File: src/rtl/frisc_pkg.sv
// ---------------------------------------------------------------------------
// frisc_pkg
// Shared definitions for the frisc core writeback path.
//   XLEN      : data width of a register-file write
//   NREG      : architectural register count
//   AW        : register index width (log2 of NREG)
//   reg_idx_t : register index type
//   wb_req_t  : one writeback request {rd, data}
// ---------------------------------------------------------------------------
package frisc_pkg;

    localparam int XLEN = 32;
    localparam int NREG = 32;
    localparam int AW   = 5;

    typedef logic [AW-1:0] reg_idx_t;

    typedef struct packed {
        reg_idx_t        rd;
        logic [XLEN-1:0] data;
    } wb_req_t;

endpackage

File: src/rtl/wb_arbiter_if.sv
// ---------------------------------------------------------------------------
// wb_arbiter_if
// Bundles every bus signal of the writeback arbiter.
//   alu_valid/alu_ready/alu_rd/alu_data : ALU result channel
//   mem_valid/mem_ready/mem_rd/mem_data : load result channel
//   claim_en/claim_rd                   : decode claims a destination register
//   rf_en/rf_rd/rf_data                 : registered register-file write port
//   busy                                : pending-write scoreboard
// Modports:
//   slave  : the arbiter (consumes results and claims, drives the write port)
//   master : the producers / decode / register file side
// ---------------------------------------------------------------------------
interface wb_arbiter_if;
    import frisc_pkg::*;

    logic            alu_valid;
    logic            alu_ready;
    reg_idx_t        alu_rd;
    logic [XLEN-1:0] alu_data;

    logic            mem_valid;
    logic            mem_ready;
    reg_idx_t        mem_rd;
    logic [XLEN-1:0] mem_data;

    logic            claim_en;
    reg_idx_t        claim_rd;

    logic            rf_en;
    reg_idx_t        rf_rd;
    logic [XLEN-1:0] rf_data;

    logic [NREG-1:0] busy;

    modport slave (
        input  alu_valid, alu_rd, alu_data,
        output alu_ready,
        input  mem_valid, mem_rd, mem_data,
        output mem_ready,
        input  claim_en, claim_rd,
        output rf_en, rf_rd, rf_data,
        output busy
    );

    modport master (
        output alu_valid, alu_rd, alu_data,
        input  alu_ready,
        output mem_valid, mem_rd, mem_data,
        input  mem_ready,
        output claim_en, claim_rd,
        input  rf_en, rf_rd, rf_data,
        input  busy
    );

endinterface

File: src/rtl/wb_scoreboard.sv
// ---------------------------------------------------------------------------
// wb_scoreboard
// Pending-write scoreboard used by decode for RAW hazard detection.
//   clk      : core clock
//   reset_n  : asynchronous reset, active-low (clears every bit)
//   claim_en : decode issues an instruction writing claim_rd
//   claim_rd : register being claimed
//   clr_en   : register file commits a write this cycle
//   clr_rd   : register being committed
//   busy     : bit i high means a write to xi is still pending
// ---------------------------------------------------------------------------
module wb_scoreboard
    import frisc_pkg::*;
(
    input  logic            clk,
    input  logic            reset_n,
    input  logic            claim_en,
    input  reg_idx_t        claim_rd,
    input  logic            clr_en,
    input  reg_idx_t        clr_rd,
    output logic [NREG-1:0] busy
);

    logic [NREG-1:0] busy_q;
    logic [NREG-1:0] busy_d;

    // Set has priority over clear: a claim arriving on the commit cycle
    // belongs to a younger instruction, so the register must stay busy.
    // x0 is never tracked because writes to it are discarded.
    always_comb begin
        busy_d = '0;
        for (int i = 1; i < NREG; i++) begin
            busy_d[i] = (claim_en && (claim_rd == reg_idx_t'(i))) ||
                        (busy_q[i] && !(clr_en && (clr_rd == reg_idx_t'(i))));
        end
    end

    always_ff @(posedge clk or negedge reset_n) begin
        if (!reset_n) begin
            busy_q <= '0;
        end else begin
            busy_q <= busy_d;
        end
    end

    assign busy = busy_q;

endmodule

File: src/rtl/wb_arbiter.sv
// ---------------------------------------------------------------------------
// wb_arbiter
// Writeback arbiter for the frisc core. Merges ALU and load results into the
// register file's single write port through a one-cycle registered output
// stage and keeps the pending-write scoreboard.
//   clk     : core clock, all state updates on the rising edge
//   reset_n : asynchronous reset, active-low
//   bus     : wb_arbiter_if.slave (result channels, claims, write port, busy)
// Configuration:
//   WB_RR_EN defined   : contended grants alternate between mem and ALU
//   WB_RR_EN undefined : fixed priority, mem always beats ALU
// ---------------------------------------------------------------------------
module wb_arbiter
    import frisc_pkg::*;
(
    input  logic        clk,
    input  logic        reset_n,
    wb_arbiter_if.slave bus
);

    wb_req_t         alu_req;
    wb_req_t         mem_req;
    wb_req_t         win_req;
    logic            alu_grant;
    logic            mem_grant;
    logic            alu_xfer;
    logic            mem_xfer;
    logic            rf_en_q;
    reg_idx_t        rf_rd_q;
    logic [XLEN-1:0] rf_data_q;

    assign alu_req = '{rd: bus.alu_rd, data: bus.alu_data};
    assign mem_req = '{rd: bus.mem_rd, data: bus.mem_data};

`ifdef WB_RR_EN
    // mem_first names the channel that wins the next contended cycle. It
    // flips only when both channels are valid, which is exactly when a
    // contended grant happens because the output stage never stalls.
    logic mem_first;

    always_ff @(posedge clk or negedge reset_n) begin
        if (!reset_n) begin
            mem_first <= 1'b1;
        end else if (bus.alu_valid && bus.mem_valid) begin
            mem_first <= !mem_first;
        end
    end

    assign mem_grant = !bus.alu_valid || mem_first;
    assign alu_grant = !bus.mem_valid || !mem_first;
`else
    // Fixed priority: mem is always ready, the ALU only when mem is idle.
    assign mem_grant = 1'b1;
    assign alu_grant = !bus.mem_valid;
`endif

    // Each ready looks only at the other channel's valid, so a producer
    // can never form a combinational loop through its own handshake.
    assign bus.mem_ready = reset_n && mem_grant;
    assign bus.alu_ready = reset_n && alu_grant;

    assign mem_xfer = bus.mem_valid && bus.mem_ready;
    assign alu_xfer = bus.alu_valid && bus.alu_ready;
    assign win_req  = mem_xfer ? mem_req : alu_req;

    // Output stage: the register file takes a write every cycle, so the
    // stage never back-pressures. Writes to x0 complete the handshake but
    // leave the enable low; index and data hold when idle.
    always_ff @(posedge clk or negedge reset_n) begin
        if (!reset_n) begin
            rf_en_q   <= 1'b0;
            rf_rd_q   <= '0;
            rf_data_q <= '0;
        end else if (mem_xfer || alu_xfer) begin
            rf_en_q   <= (win_req.rd != '0);
            rf_rd_q   <= win_req.rd;
            rf_data_q <= win_req.data;
        end else begin
            rf_en_q   <= 1'b0;
        end
    end

    assign bus.rf_en   = rf_en_q;
    assign bus.rf_rd   = rf_rd_q;
    assign bus.rf_data = rf_data_q;

    // The scoreboard clears from the registered write port so a busy bit
    // drops on the same edge the register file commits the value.
    wb_scoreboard u_scoreboard (
        .clk      (clk),
        .reset_n  (reset_n),
        .claim_en (bus.claim_en),
        .claim_rd (bus.claim_rd),
        .clr_en   (rf_en_q),
        .clr_rd   (rf_rd_q),
        .busy     (bus.busy)
    );

endmodule
File: src/flat_wrapper.sv
// flat-port wrapper written by rule: the top's interface ports become plain ports
module wb_arbiter_flat import frisc_pkg::*;
  (clk, reset_n, bus_alu_valid, bus_alu_rd, bus_alu_data, bus_alu_ready, bus_mem_valid, bus_mem_rd, bus_mem_data, bus_mem_ready, bus_claim_en, bus_claim_rd, bus_rf_en, bus_rf_rd, bus_rf_data, bus_busy);
  wb_arbiter_if bus_i ();
  input  logic clk;
  input  logic reset_n;
  input wire logic [$bits(bus_i.alu_valid)-1:0] bus_alu_valid;
  input wire logic [$bits(bus_i.alu_rd)-1:0] bus_alu_rd;
  input wire logic [$bits(bus_i.alu_data)-1:0] bus_alu_data;
  output wire logic [$bits(bus_i.alu_ready)-1:0] bus_alu_ready;
  input wire logic [$bits(bus_i.mem_valid)-1:0] bus_mem_valid;
  input wire logic [$bits(bus_i.mem_rd)-1:0] bus_mem_rd;
  input wire logic [$bits(bus_i.mem_data)-1:0] bus_mem_data;
  output wire logic [$bits(bus_i.mem_ready)-1:0] bus_mem_ready;
  input wire logic [$bits(bus_i.claim_en)-1:0] bus_claim_en;
  input wire logic [$bits(bus_i.claim_rd)-1:0] bus_claim_rd;
  output wire logic [$bits(bus_i.rf_en)-1:0] bus_rf_en;
  output wire logic [$bits(bus_i.rf_rd)-1:0] bus_rf_rd;
  output wire logic [$bits(bus_i.rf_data)-1:0] bus_rf_data;
  output wire logic [$bits(bus_i.busy)-1:0] bus_busy;
  assign bus_i.alu_valid = bus_alu_valid;
  assign bus_i.alu_rd = bus_alu_rd;
  assign bus_i.alu_data = bus_alu_data;
  assign bus_alu_ready = bus_i.alu_ready;
  assign bus_i.mem_valid = bus_mem_valid;
  assign bus_i.mem_rd = bus_mem_rd;
  assign bus_i.mem_data = bus_mem_data;
  assign bus_mem_ready = bus_i.mem_ready;
  assign bus_i.claim_en = bus_claim_en;
  assign bus_i.claim_rd = bus_claim_rd;
  assign bus_rf_en = bus_i.rf_en;
  assign bus_rf_rd = bus_i.rf_rd;
  assign bus_rf_data = bus_i.rf_data;
  assign bus_busy = bus_i.busy;
  wb_arbiter u_core (.clk(clk), .reset_n(reset_n), .bus(bus_i));
endmodule
File: config.mk
export PLATFORM = sky130hd
export DESIGN_NAME = wb_arbiter_flat
export DESIGN_NICKNAME = d
export VERILOG_FILES = /design/src/rtl/frisc_pkg.sv /design/src/rtl/wb_arbiter_if.sv /design/src/rtl/wb_scoreboard.sv /design/src/rtl/wb_arbiter.sv /design/src/flat_wrapper.sv
export SDC_FILE = /design/constraint.sdc
export NUM_CORES = 1
export LEC_CHECK = 0
export BUFFER_PORTS_ARGS = -buffer_cell sky130_fd_sc_hd__buf_2
export CELL_PAD_IN_SITES_DETAIL_PLACEMENT = 1
export CELL_PAD_IN_SITES_GLOBAL_PLACEMENT = 2
export CORE_ASPECT_RATIO = 1.1
export CORE_MARGIN = 2
export CORE_UTILIZATION = 23
export CTS_CLUSTER_SIZE = 8
export DETAILED_ROUTE_END_ITERATION = 16
export PLACE_DENSITY_LB_ADDON = 0.05
export RECOVER_POWER = 100
export SLEW_MARGIN = 20
export SYNTH_ARGS = -nofsm -noshare
export SYNTH_HDL_FRONTEND = slang
export SYNTH_SLANG_ARGS = --single-unit
File: constraint.sdc
create_clock -name clk -period 1.3 [get_ports clk]
set_clock_uncertainty 0.1 [all_clocks]
set_input_delay 0.26 -clock clk [delete_from_list [all_inputs] [get_ports clk]]
set_output_delay 0.26 -clock clk [all_outputs]
set_load 0.01 [all_outputs]
==> results.toml, run 1 <==
[setup_path]
crit_path_start_kind = "register"
rr_startpoint = "u_core.bus.rf_rd[2]$_DFFE_PN0P_"
cpPeakStageDelay_ns = 0.57
path_class = "reg -> reg"
required_ns = 1.42
endpoint = "u_core.u_scoreboard.busy[2]$_DFF_PN0_"
rr_worst_depth = 3
r2r_slack_ns = -0.13
cp_cell_sequence = "or4b_4 > o21ai_2 > o21ai_1"
end_kind = "register"
crit_start = "u_core.bus.rf_rd[2]$_DFFE_PN0P_"
slowest_stage = "or4b_4"
worstPathArrival_ns = 1.55
rr_endpoint = "u_core.u_scoreboard.busy[2]$_DFF_PN0_"
cp_max_fo = 5

[pwr]
pwr-share-comb_pct = 26.8
p_int_mw = 5.02
p_per_area_nw_per_um2 = 1560
p_sw_share_pct = 31.4
p_leak_nw = 2.20
pwr-share-seq_pct = 40.9
p_sw_mw = 2.30
peakVddDrop_mv = 0.606
clkPwrFrac_pct = 32.3

[clock_network]
clockBufferDepth = 2
cts.sinks = 69
cts_root_buf = "clkbuf_16"
clkLatencyLatePin_ns = 0.34
numCtsBuffers = 9
tritoncts = "yes"
cts_max_level = 3
clkTransAtPathRegs_ns = 0.06

[detailed_routing]
wl_met2_um = 5040
via_per_inst = 4.49
firstDrtPassIters = 4
wl_per_cell_um = 15.9
met1_length_um = 4420
vias = 2938
ant_nets = 0
drc_errors = 0
top_layer = "met5"
initialDrtViolationCount = 100
wl_um = 10400
wl_met3_um = 747

[global_routing]
grt_antenna_before_repair = 1
grt_max_degree = 52
grt_overflow_total = 0
grt_pass1_vias = 3215
track_usage_pct = 15.3
grt_first_pass_wirelength_um = 16800

[yosys]
synth_area_leaders = "dfrtp_1 (56%), o21ai_1 (15%), mux2i_1 (11%)"
synth_top_area_share_pct = 55.6
syn_inst = 301
ys_seq_area_share_pct = 55.6
ys_ff_latch = 69
synth_area_um2 = 3100
syn_area_per_cell_um2 = 10.3
yosysTopAreaCell = "dfrtp_1"
ys_types = 29
synth_fp_nets = 385
yosys_warnings = 0

[cells_and_area]
multi_input_area_um2 = 1370
nets = 574
drive_gt1_share_pct = 36.7
seq_area_um2 = 1730
fillers = 1561
area_growth_pct = 51.2
antenna-diode-count = 0

[die]
io_pins = 156
core_um2 = 13200
start_util_pct = 23.5
die_area_um2 = 14400
die_w_um = 115
fp-row-count = 44
die_h_um = 126

[job]
max-cap-violations = 0

[timing]
finalCritPeriodShare_pct = 110
slew_violations = 0
setup-violations-final = 26
rsz0062_at_grt = "true"
period_minus_slack_ns = 1.43
whs_ns = 0.0925
max_freq_ghz = 0.699
worst_slack_ns = -0.132
hold_viol = 0

[run_status]
status = "finished with violations"
violations = "setup timing"

[worst_hold_path]
hold_class = "in -> reg"

[placed_design]
gp_congestion = 0.774
portBuffers = 154
dpl.hpwl_um = 8050
place_ws_ns = -0.136
placed cells by master (no fill, tap or decap), drive strengths merged, types with 2 or more instances in the layout:
| master | n |
|---|---|
| buf | 119 |
| o21ai | 98 |
| clkbuf | 80 |
| dfrtp | 69 |
| nand2 | 42 |
| mux2i | 35 |
| nand2b | 8 |
| nand4b | 5 |
| o22ai | 4 |
| or2 | 4 |
| dlygate4sd3 | 3 |
| nand4bb | 3 |
| nor2b | 2 |
| nor3 | 2 |
| nand3 | 2 |
| nor2 | 2 |
| nand4 | 2 |
| nand3b | 2 |
| a21oi | 2 |
| clkinv | 2 |
worst max-delay path, delay by kind of cell, from the launching register on:
family | cells | cell delay [ns]
compound gates | 2 | 0.21
simple gates | 1 | 0.57
flops | 1 | 0.43
flip-flops by register name (all words and copies together) (netlist names):
signal                    flops
u_core.bus.rf_rd              5
u_core.bus.rf_data           32
u_core.u_scoreboard.busy     31
u_core.bus.rf_en              1
metrics by stage:
step | power, mW | setup TNS [ns] | instances | utilization (%) | instance area (um^2)
after global placement | 4.87 | -0.332 | 630 | 32.3 | 4270
after floorplan | 3.87 | -0.292 | 301 | - | 3110
final | 7.32 | -1.25 | 654 | 35.5 | 4690
after global routing | 7.83 | -4.96 | 654 | 35.5 | 4690
after CTS | 7.48 | -1.24 | 653 | 35.7 | 4710
after detailed placement | 4.93 | -0.886 | 630 | 32.3 | 4270
cell families (layout without fill, tap and decap cells):
group / count (synthesis) / in the layout / share of synthesized area [%]
flip-flops: 69 / 69 / 55.6
multiplexers: 35 / 35 / 11.3
AND/OR/NAND/NOR: 77 / 77 / 13.1
other: 1 / 1 / 0.121
buffers and inverters: 14 / 206 / 2.58
AO/OA/AOI/OAI: 105 / 105 / 17.3
layout make-up:
cell class | count | area share [%]
Sequential cell | 69 | 36.9
Multi-Input combinational cell | 218 | 29.2
Timing Repair Buffer | 191 | 23.6
Clock buffer | 11 | 4.96
Tap cell | 161 | 4.29
Clock inverter | 3 | 0.854
Inverter | 1 | 0.0800
metal layers:
| metal | vias to the layer above | global-route usage, % |
|---|---|---|
| met3 | 14 | 4.67 |
| met4 | 2 | 6.38 |
| li1 | 1456 | - |
| met5 | - | 0 |
| met2 | 95 | 25.6 |
| met1 | 1371 | 18.2 |
cells in the mapped netlist:
cell type and n:
mux2i_1 35, nand3_1 2, nand4bb_1 3, nand2b_1 8
o21ai_0 3, o21ai_2 1, conb_1 1, a21oi_1 2
a211oi_1 1, o22ai_1 4, buf_2 4, dfrtp_1 69
nand4b_1 5, buf_6 2, nor3_1 2, nand3b_1 2
or2_1 3, buf_4 2, or4b_4 1, nand2_1 42
or3_1 1, or2_2 1, clkbuf_1 5, or4_1 1
inv_1 1, nor2_1 2, nand4_1 2, nor2b_1 2
o21ai_1 94
power groups by stage:
stage / Sequential [mW] / Combinational (mW) / Clock [mW]
6_report: 2.99 / 1.96 / 2.36
5_1_grt: 3.08 / 2.21 / 2.54
4_1_cts: 2.97 / 2.06 / 2.46
3_5_place_dp: 3.00 / 1.93 / 0
3_3_place_gp: 2.98 / 1.89 / 0
2_1_floorplan: 3.22 / 0.644 / 0
timing repair:
item	4_1_cts	5_1_grt
pin swaps	10	12
endpoints found under the setup margin	31	35
hold endpoints to repair	69	0
hold buffers	3	0
gates resized for setup	20	20
buffers inserted	6	1
worst min-delay path by stage:
stage	startpoint	endpoint	slack, ns	cells past startpoint
2_1_floorplan	reset_n	u_core.bus.rf_data[0]$_DFFE_PN0P_	-0.14	0
6_report	bus_mem_data[28]	u_core.bus.rf_data[28]$_DFFE_PN0P_	0.09	3
3_3_place_gp	reset_n	u_core.bus.rf_data[17]$_DFFE_PN0P_	0.30	3
5_1_grt	bus_mem_data[26]	u_core.bus.rf_data[26]$_DFFE_PN0P_	0.09	3
4_1_cts	bus_mem_data[28]	u_core.bus.rf_data[28]$_DFFE_PN0P_	0.08	3
3_5_place_dp	reset_n	u_core.bus.rf_data[28]$_DFFE_PN0P_	0.31	3
Power figures use the tool's default switching activity.
==> run 2: changes to the inputs <==
--- a/config.mk
+++ b/config.mk
@@ -10,7 +10,7 @@
 export CELL_PAD_IN_SITES_GLOBAL_PLACEMENT = 2
 export CORE_ASPECT_RATIO = 1.1
 export CORE_MARGIN = 2
-export CORE_UTILIZATION = 23
+export CORE_UTILIZATION = 26
 export CTS_CLUSTER_SIZE = 8
 export DETAILED_ROUTE_END_ITERATION = 16
 export PLACE_DENSITY_LB_ADDON = 0.05
==> constraint.sdc (replaced) <==
create_clock -name clk -period 1.6 [get_ports clk]
set_clock_uncertainty 0.1 [all_clocks]
set_input_delay 0.32 -clock clk [delete_from_list [all_inputs] [get_ports clk]]
set_output_delay 0.32 -clock clk [all_outputs]
set_load 0.01 [all_outputs]
==> results.toml, run 2 (synthesis results as in run 1) <==
[timing]
setup-violations-final = 0
worst_slack_ns = 0.0849
period_minus_slack_ns = 1.52
max_slew.worst_pin.slew_ns = 0.895
max_slew_margin_pct = 40.3
rsz0062_at_grt = "false"
tns_ns = 0
max_freq_ghz = 0.660
finalCritPeriodShare_pct = 94.7
slew_violations = 0
hold_viol = 0

[global_routing]
grt_overflow_total = 0
grt_antenna_before_repair = 0
grt_max_degree = 63
grt_first_pass_wirelength_um = 16100
track_usage_pct = 16.4
grt_pass1_vias = 3004

[setup_path]
worstPathArrival_ns = 1.10
path_class = "reg -> out"
cpPeakStageDelay_ns = 0.38
end_kind = "output pin"
cp_max_fo = 9
crit_path_start_kind = "register"
cp_cell_sequence = "clkbuf_2 > buf_2"
slowest_stage = "dfrtp_1"
required_ns = 1.18

[placed_design]
dp_cells = 603
gp_congestion = 0.761
portBuffers = 154
place_ws_ns = 0.148
dpl.hpwl_um = 7550
dpl_cell_area_um2 = 4120

[cells_and_area]
final_cell_mix = "buf_2 (86), clkbuf_1 (70), dfrtp_1 (69)"
fillers = 1382
nets = 550
antenna-diode-count = 0
final_common_cell = "buf_2"
area_growth_pct = 39.2
drive_gt1_share_pct = 24.0
fin_area_um2 = 4320
largest_register_ffs = 32
instances_no_fill = 621

[clock_network]
cts_setup_buffers = 0
clockBufferDepth = 2
numCtsBuffers = 9
cts_root_buf = "clkbuf_16"
tritoncts = "yes"
cts.sinks = 69
clkLatencyLatePin_ns = 0.33
cts_max_level = 3
clkTransAtPathRegs_ns = 0.06

[die]
die_area_um2 = 12800
die_h_um = 119
fp-row-count = 41
io_pins = 156
die_w_um = 108
core_um2 = 11500
start_util_pct = 26.9

[pwr]
p_leak_nw = 1.97
peakVddDrop_mv = 0.389
p_per_area_nw_per_um2 = 1350
p_total_mw = 5.81

[worst_hold_path]
hold_class = "in -> reg"

[detailed_routing]
vias = 2884
ant_nets = 0
drc_errors = 0
initialDrtViolationCount = 53
wl_um = 10100
via_per_inst = 4.64
firstDrtPassIters = 4
wl_per_cell_um = 16.2

[run_status]
status = "finished clean"

[job]
max-cap-violations = 0
## run 2: cell count changes in the layout (fill, tap and decap cells not counted), moves of 2 or more
cell,previous run,this run
o21ai_1,71,35
nand2b_2,2,0
clkbuf_2,24,4
clkbuf_1,46,70
o21ai_2,12,0
o21ai_0,15,62
clkbuf_8,0,3
buf_6,18,0
buf_4,13,4
dfrtp_1,64,69
nand2b_1,5,8
buf_12,3,1
dfrtp_2,5,0
## run 2: layout make-up
class | instances | area, um^2 | area share (%)
Multi-Input combinational cell | 218 | 1300 | 30.1
Clock inverter | 3 | 42.5 | 0.985
Sequential cell | 69 | 1730 | 40.0
Clock buffer | 13 | 270 | 6.26
Inverter | 1 | 3.75 | 0.0869
Timing Repair Buffer | 167 | 787 | 18.2
Tap cell | 150 | 188 | 4.35
## run 2: metrics by stage
step | hold slack [ns] | utilization (%)
6_report | 0.163 | 37.4
2_1_floorplan | -0.0756 | -
4_1_cts | 0.0837 | 38.6
5_1_grt | 0.169 | 37.4
3_5_place_dp | 0.0426 | 35.7
3_3_place_gp | 0.0427 | 35.7
## run 2: power by group
group          leakage (nW)  total (mW)  switching (mW)  internal, mW
combinational          1.04        1.32           0.808         0.512
sequential            0.785        2.41           0.245          2.16
clock                 0.152        2.08           0.750          1.33
## run 2: routing by layer
metal  routed length [um]  track usage [%]  vias to the layer above
met1                 4540             22.1                     1351
met2                 4480             24.1                      108
met4                  155             5.69                        0
met3                  897             6.23                       12
met5                    0                0                        -
li1                     -                -                     1413
## run 2: path summary, 6_finish.rpt
kind                                               startpoint                                     end  slack [ns]  cells past startpoint
max                           u_core.bus.rf_rd[2]$_DFFE_PN0P_                            bus_rf_rd[2]        0.08                      2
max in group asynchronous                             reset_n  u_core.u_scoreboard.busy[21]$_DFF_PN0_        0.32                      3
min in group asynchronous                             reset_n      u_core.bus.rf_data[19]$_DFFE_PN0P_        0.50                      2
min                                          bus_mem_data[27]      u_core.bus.rf_data[27]$_DFFE_PN0P_        0.16                      3
min reg2reg                u_core.bus.rf_data[11]$_DFFE_PN0P_      u_core.bus.rf_data[11]$_DFFE_PN0P_        0.37                      2
max reg2reg                   u_core.bus.rf_rd[3]$_DFFE_PN0P_   u_core.u_scoreboard.busy[2]$_DFF_PN0_        0.12                      3
## run 2: timing repair
action,4_1_cts,5_1_grt
hold buffers,2,0
hold endpoints to repair,7,0
gates resized for setup,0,0
## run 2: worst max-delay path, delay by kind of cell, from the launching register on
family	cells	cell delay, ns
buf+inv	2	0.40
flops	1	0.38
